$ cat src/rtl/smem_arbiter.sv
// smem_arbiter: req/gnt arbiter for the shared single-port S-memory.
// Define SMEM_ARB_ROUND_ROBIN_EN for round-robin; default is fixed priority.

module smem_arbiter #(
  parameter int unsigned AW         = 8,
  parameter int unsigned DW         = 8,
  parameter int unsigned HOLD_LIMIT = 0
) (
  input  logic            clock,
  input  logic            reset,
  input  logic [2:0]      req,
  input  logic [3*AW-1:0] addr_in,
  input  logic [3*DW-1:0] wdata_in,
  input  logic [2:0]      wren_in,
  output logic [2:0]      gnt,
  output logic [2:0]      rvalid,
  output logic [DW-1:0]   rdata,
  output logic [AW-1:0]   mem_address,
  output logic [DW-1:0]   mem_data,
  output logic            mem_wren,
  input  logic [DW-1:0]   mem_q,
  output logic            busy,
  output logic [1:0]      owner
);

  typedef enum logic [1:0] {
    S_IDLE    = 2'd0,
    S_GRANT   = 2'd1,
    S_HANDOFF = 2'd2
  } state_t;

  localparam logic [1:0] NO_OWNER = 2'd3;

  function automatic logic [2:0] onehot(
    input logic [1:0] i
  );
    logic [2:0] m;
    unique case (i)
      2'd0:    m = 3'b001;
      2'd1:    m = 3'b010;
      2'd2:    m = 3'b100;
      default: m = 3'b000;
    endcase
    return m;
  endfunction

  // First requester found in the order a, b, c.
  function automatic logic [1:0] first_of(
    input logic [2:0] r,
    input logic [1:0] a,
    input logic [1:0] b,
    input logic [1:0] c
  );
    logic [1:0] w;
    w = c;
    if (r[b]) w = b;
    if (r[a]) w = a;
    return w;
  endfunction

  state_t        state_q, state_d;
  logic [2:0]    gnt_q, gnt_d;
  logic [1:0]    owner_q, owner_d;
  logic [15:0]   hold_q, hold_d;
  logic [2:0]    rd_pend_q, rd_pend_d;

  logic          own_req;
  logic          own_wren;
  logic [AW-1:0] own_addr;
  logic [DW-1:0] own_data;
  logic [2:0]    own_mask;
  logic          others_req;
  logic [1:0]    win;
  logic [16:0]   hold_inc;
  logic [15:0]   hold_next;
  logic          limit_hit;

  // Route the current owner's request bundle.
  always_comb begin
    own_req  = 1'b0;
    own_wren = 1'b0;
    own_addr = '0;
    own_data = '0;
    unique case (owner_q)
      2'd0: begin
        own_req  = req[0];
        own_wren = wren_in[0];
        own_addr = addr_in[0*AW +: AW];
        own_data = wdata_in[0*DW +: DW];
      end
      2'd1: begin
        own_req  = req[1];
        own_wren = wren_in[1];
        own_addr = addr_in[1*AW +: AW];
        own_data = wdata_in[1*DW +: DW];
      end
      2'd2: begin
        own_req  = req[2];
        own_wren = wren_in[2];
        own_addr = addr_in[2*AW +: AW];
        own_data = wdata_in[2*DW +: DW];
      end
      default: ;
    endcase
  end

  assign own_mask   = onehot(owner_q);
  assign others_req = |(req & ~own_mask);

`ifdef SMEM_ARB_ROUND_ROBIN_EN
  logic [1:0] rr_ptr_q, rr_ptr_d;

  // Winner search starts just after the last owner.
  always_comb begin
    win = 2'd0;
    unique case (rr_ptr_q)
      2'd1:    win = first_of(req, 2'd1, 2'd2, 2'd0);
      2'd2:    win = first_of(req, 2'd2, 2'd0, 2'd1);
      default: win = first_of(req, 2'd0, 2'd1, 2'd2);
    endcase
  end

  // Advance the pointer past each new owner.
  always_comb begin
    rr_ptr_d = rr_ptr_q;
    if (state_q == S_IDLE && |req) begin
      rr_ptr_d = (win == 2'd2) ? 2'd0 : win + 2'd1;
    end
  end

  // Round-robin pointer register.
  always_ff @(posedge clock or posedge reset) begin
    if (reset) rr_ptr_q <= 2'd0;
    else       rr_ptr_q <= rr_ptr_d;
  end
`else
  // Fixed priority: requester 0 highest.
  always_comb begin
    win = first_of(req, 2'd0, 2'd1, 2'd2);
  end
`endif

  assign hold_inc  = {1'b0, hold_q} + 17'd1;
  assign hold_next = (&hold_q) ? hold_q : hold_inc[15:0];
  assign limit_hit = (HOLD_LIMIT != 0) &&
                     (32'(hold_inc) >= HOLD_LIMIT);

  // Next-state, grant, hold and read-tracking logic.
  always_comb begin
    state_d   = state_q;
    gnt_d     = gnt_q;
    owner_d   = owner_q;
    hold_d    = hold_q;
    rd_pend_d = 3'b000;
    unique case (state_q)
      S_IDLE: begin
        gnt_d   = 3'b000;
        owner_d = NO_OWNER;
        if (|req) begin
          state_d = S_GRANT;
          gnt_d   = onehot(win);
          owner_d = win;
          hold_d  = 16'd0;
        end
      end
      S_GRANT: begin
        hold_d = hold_next;
        if (own_req && !own_wren) begin
          rd_pend_d = own_mask;
        end
        if (!own_req || (limit_hit && others_req)) begin
          state_d = S_HANDOFF;
          gnt_d   = 3'b000;
        end
      end
      S_HANDOFF: begin
        state_d = S_IDLE;
        gnt_d   = 3'b000;
        owner_d = NO_OWNER;
      end
      default: begin
        state_d = S_IDLE;
        gnt_d   = 3'b000;
        owner_d = NO_OWNER;
      end
    endcase
  end

  // State registers; reset aborts any transfer.
  always_ff @(posedge clock or posedge reset) begin
    if (reset) begin
      state_q   <= S_IDLE;
      gnt_q     <= 3'b000;
      owner_q   <= NO_OWNER;
      hold_q    <= 16'd0;
      rd_pend_q <= 3'b000;
    end else begin
      state_q   <= state_d;
      gnt_q     <= gnt_d;
      owner_q   <= owner_d;
      hold_q    <= hold_d;
      rd_pend_q <= rd_pend_d;
    end
  end

  assign gnt         = gnt_q;
  assign owner       = owner_q;
  assign busy        = (state_q != S_IDLE);
  assign rvalid      = rd_pend_q;
  assign rdata       = mem_q;
  assign mem_address = own_addr;
  assign mem_data    = own_data;
  assign mem_wren    = (state_q == S_GRANT) &&
                       own_wren && !reset;

endmodule

$ cat config.mk
export PLATFORM = sky130hd
export DESIGN_NAME = smem_arbiter
export DESIGN_NICKNAME = d
export VERILOG_FILES = /design/src/rtl/smem_arbiter.sv
export SDC_FILE = /design/constraint.sdc
export NUM_CORES = 1
export LEC_CHECK = 0
export ABC_CLOCK_PERIOD_IN_PS = 3300
export BUFFER_PORTS_ARGS = -buffer_cell sky130_fd_sc_hd__buf_4
export CORE_MARGIN = 5
export CORE_UTILIZATION = 37
export CTS_CLUSTER_SIZE = 30
export DETAILED_ROUTE_END_ITERATION = 10
export PLACE_DENSITY_LB_ADDON = 0.15
export SLEW_MARGIN = 15
export SYNTH_ARGS = -nofsm -noshare
export SYNTH_HDL_FRONTEND = slang
export SYNTH_SLANG_ARGS = --single-unit
$ cat constraint.sdc
create_clock -name clock -period 3.3 [get_ports clock]
set_input_delay 0.33 -clock clock [delete_from_list [all_inputs] [get_ports clock]]
set_output_delay 0.33 -clock clock [all_outputs]
set_load 0.03 [all_outputs]
==> Word level (Yosys, flattened, before mapping) <==
Index checks and enable logic that the tools add are counted.
{ "totals": {"word_cells": 40, "ff_bits": 10, "out_inout_bits": 34, "inputBits": 64} }
{ "op_classes": {"eq_ne": 7, "mux": 18, "n_reduce_logical": 11} }
{ "op_table": {"columns": ["operator", "n"], "rows": [
  ["$pmux 8 s3", 2],
  ["$pmux 3 s3", 2],
  ["$mux 3", 4],
  ["$mux 2", 5],
  ["$pmux 2 s2", 2],
  ["$eq 2x1->1 const B", 3],
  ["$logic_not 2->1", 3],
  ["$pmux 1 s3", 2],
  ["$pmux 3 s2", 1],
  ["$eq 2x2->1 const B", 2],
  ["$ne 2x2->1 const B", 2],
  ["$logic_and 1x1->1", 3],
  ["$reduce_or 3->1", 1],
  ["$logic_not 1->1", 2],
  ["$reduce_and 2->1", 1],
  ["$reduce_bool 2->1", 1]
]} }

==> Logic depth before layout (Yosys ltp) <==
{ "logic_depth": {"ltp_word": 6, "ltp_mapped": 4, "depth_no_buf": 3} }

==> Worst setup path before layout <==
No wires, ideal clock.
{ "synth_path": {"path_type": "reg2out", "startpoint": "register owner_q[0] (netlist: owner[0])", "endpoint": "output port mem_wren", "t_required_ns": 2.970, "path_stages_with_launch": 5, "t_arrival_ns": 1.757, "slack_ns": 1.213, "n_path_buf": 1, "path_cell_list": "dfstp_2 -> nor2b_1 -> buf_2 -> a2bb2oi_1 -> nor3_1"} }
{ "synth_between": {"elab_chain_len": 4, "elab_cells_between_ends": 6, "classes_between": "eq/ne: 2; mux: 1; reduce/logical: 3"} }
{ "synth_lines": {"columns": ["element", "line_no", "source"], "rows": [
  ["start: declaration", "63", "logic [1:0] owner_q, owner_d;"],
  ["start signal: assignment", "200", "owner_q <= owner_d;"],
  ["$eq 2x2->1 (tied with other cells)", "84", "unique case (owner_q)"],
  ["$pmux 1 s3 *", "84", null],
  ["$logic_and 1x1->1 *", "213", "assign mem_wren = (state_q == S_GRANT) &&"],
  ["$logic_and 1x1->1 *", "214", "own_wren && !reset;"],
  ["end: declaration", "20", "output logic mem_wren,"]
]} }
Mark *: on every way between the ends. The rest lies on a longest branch, timed or not.

==> Worst setup path after layout <==
{ "layout_path": {"startpoint": "register owner_q[1] (netlist: owner[1])", "endpoint": "output port mem_wren"} }
Same word-level chain as after synthesis.

==> impl_results.md <==
* Status: finished, final reports clean
* Peak supply drop at 600 uV
* Post-synthesis cell count at 111
* Final net count at 247
* I/O Pins at 98
* Synthesized area per cell at 8.07 um^2
* Crit path max fanout at 23
* Actual slew at the worst max-slew pin at 0.590 ns
* Synth warn at 0
* Hold Vio Cnt, Final at 0
* Number of synthesized register bits at 10
* Die span in y at 59.2 um
* Leak pwr at 0.782 nW
* Initial Utilization at 39.7%
* Period utilization at 67.6%
* Core ar. at 2250 um^2
* Post-Route M1 WL at 1110 um
* Rows at 17
* Largest net degree at the start of global routing at 24
* Port bufs at 81
* Max Clk Rate at 448 MHz
* Max clock buf depth at 2
* Critical path data arrival time at 1.90 ns
* CP max stage delay at 0.91 ns
* N_diodes at 0
* Wire length on met3 at 270 um
* Initial antenna violation count at 0
* Critical path, cell by cell: nor2b_1, buf_4, a2bb2oi_1, nor3_1, buf_4
* Later-pin clock latency in the skew report at 0.25 ns
* Final min period at 2.23 ns
* Top sig layer: met4
* Slew headroom at 60.7%
* CTS tree: yes
* GPL Wtd Cong at 0.833
* Commonest non-fill, non-tap cell in the layout: buf_4
* DRC viols at 0
* Via density at 5.16
* RSZ-0062 raised after global routing: no
* Chip width at 59.2 um
* Critical path's most frequent cell: buf_4
* Post-synth top area share at 22.3%
* Final wirelength at 3110 um
* Setup bufs post-CTS at 0
* MaxCap Viol Count at 0
* P per Cell Area at 880 nW/um^2
* Post-cts repair resize count at 0
* Iteration-0 DRC Markers at 14
* Setup TNS at 0 ns
* Syn_nets at 175
* Post-Syn Area at 896 um^2
* Crit path max-delay cell type: dfstp_2
* H-tree Lvls at 1
* Clock Skew at 0.000613 ns
* Yosys top cell by area: dfrtp_1
* Critical path capture point type: primary output
* Total CTS buffers at 3
* Crit start category: flop
* Die area at 3510 um^2
* Synth cell types at 29
* Clock root buffer: clkbuf_4
* Sequential fraction of the synthesis area at 28.2%
* WL per Instance at 14.9 um
* Clk sinks at 10
* First-pass GRT wire length at 4820 um
* Vias post-DR at 1078
* Area Growth Syn to Fin at 65.1%
* Req. time, crit path at 2.97 ns
* Most frequent cells in the layout: buf_4 (83), nand2_1 (18), mux2i_1 (17), o21ai_0 (16), dfrtp_1 (8)
* Synth area leaders: dfrtp_1 (22%), mux2i_1 (19%), o21ai_0 (8.9%)
* TritonRoute pass-1 iters at 4
* Reg clk slew, reported paths at 0.06 ns
* Tot Pwr at 1.30 mW
* Crit Path Category: flop to primary output
* DP HPWL at 2590 um
* Met2 WL at 1710 um
* Gr ovfl total at 0
* Global-route usage over all layers at 17.5%
* Final setup violating endpoints at 0
* Slew Viols, Final at 0
* Worst hold path type: primary input to async pin
* DRT antenna net count at 0
* Vias in the first global route at 1125
* Layout cells sized above 1 at 49.7%
* Cts hold-fix bufs at 0
layer usage:
metal  up-vias  global-route usage (%)
met5         -                       0
li1        527                       -
met2        52                    32.0
met4         0                    6.15
met1       497                    19.8
met3         2                    3.49
synthesized netlist by cell type, drive strengths merged:
library cell,number
nor4b,1
a311oi,1
nand4,1
nand3b,2
dfstp,2
mux2,1
nor2b,3
a2bb2oi,1
a211o,1
nand3,2
and3,1
inv,4
o21ai,16
o31ai,1
dfrtp,8
buf,12
nand2b,2
a32oi,1
clkbuf,4
mux2i,17
a21oi,1
o311ai,2
nor2,2
nor4,2
nor3,3
and3b,2
nand2,18
worst paths after layout:
check | start | end | slack [ns] | cells after the start
worst max-delay path | owner[1] | mem_wren | 1.07 | 5
worst max register to register | owner[1] | state_q[0] | 1.52 | 3
min in group clock | wren_in[0] | rvalid[0] | 0.24 | 2
worst min-delay path | reset | gnt[2] | 0.06 | 2
max in group asynchronous | reset | owner[1] | 2.93 | 2
worst min register to register | gnt[2] | gnt[2] | 0.59 | 2
metrics by stage:
step / cells / utilization [%] / cell area (um^2) / hold WS (ns) / worst slack, ns
after floorplan: 111 / - / 896 / 0.169 / 1.21
after global placement: 206 / 64.6 / 1460 / 0.338 / 1.37
after detailed placement: 206 / 64.6 / 1460 / 0.344 / 1.34
after CTS: 209 / 65.6 / 1480 / 0.0642 / 1.06
after global routing: 209 / 65.6 / 1480 / 0.0938 / 0.930
final: 209 / 65.6 / 1480 / 0.0574 / 1.07
state kept, by name, summed over array words and instances, names as in the netlist:
signal,flops
rvalid,3
owner,2
state_q,2
gnt,3
kinds of logic after synthesis:
logic type / share of synthesized area, %
buffers and inverters: 12.6
flip-flops: 28.2
AND/OR/NAND/NOR: 22.8
multiplexers: 20.3
AO/OA/AOI/OAI: 16.2
area by class of cell:
class	instances	area, um^2
clock buffer	3	22.5
fill	210	776
inverter	4	15.0
multi-input combinational	81	531
sequential	10	253
tap	28	35.0
timing repair buffer	83	623
power breakdown:
group          switching, mW  leakage, nW  internal, mW
combinational          0.525        0.641         0.394
clock                 0.0381       0.0138        0.0420
sequential             0.130        0.128         0.172
critical path: cells and delay by family (launching register included):
family | cells | cell delay, ns
compound gates | 1 | 0.16
buf+inv | 2 | 0.38
flops | 1 | 0.91
simple gates | 2 | 0.19
No activity file was read; power rests on OpenSTA's default activity.
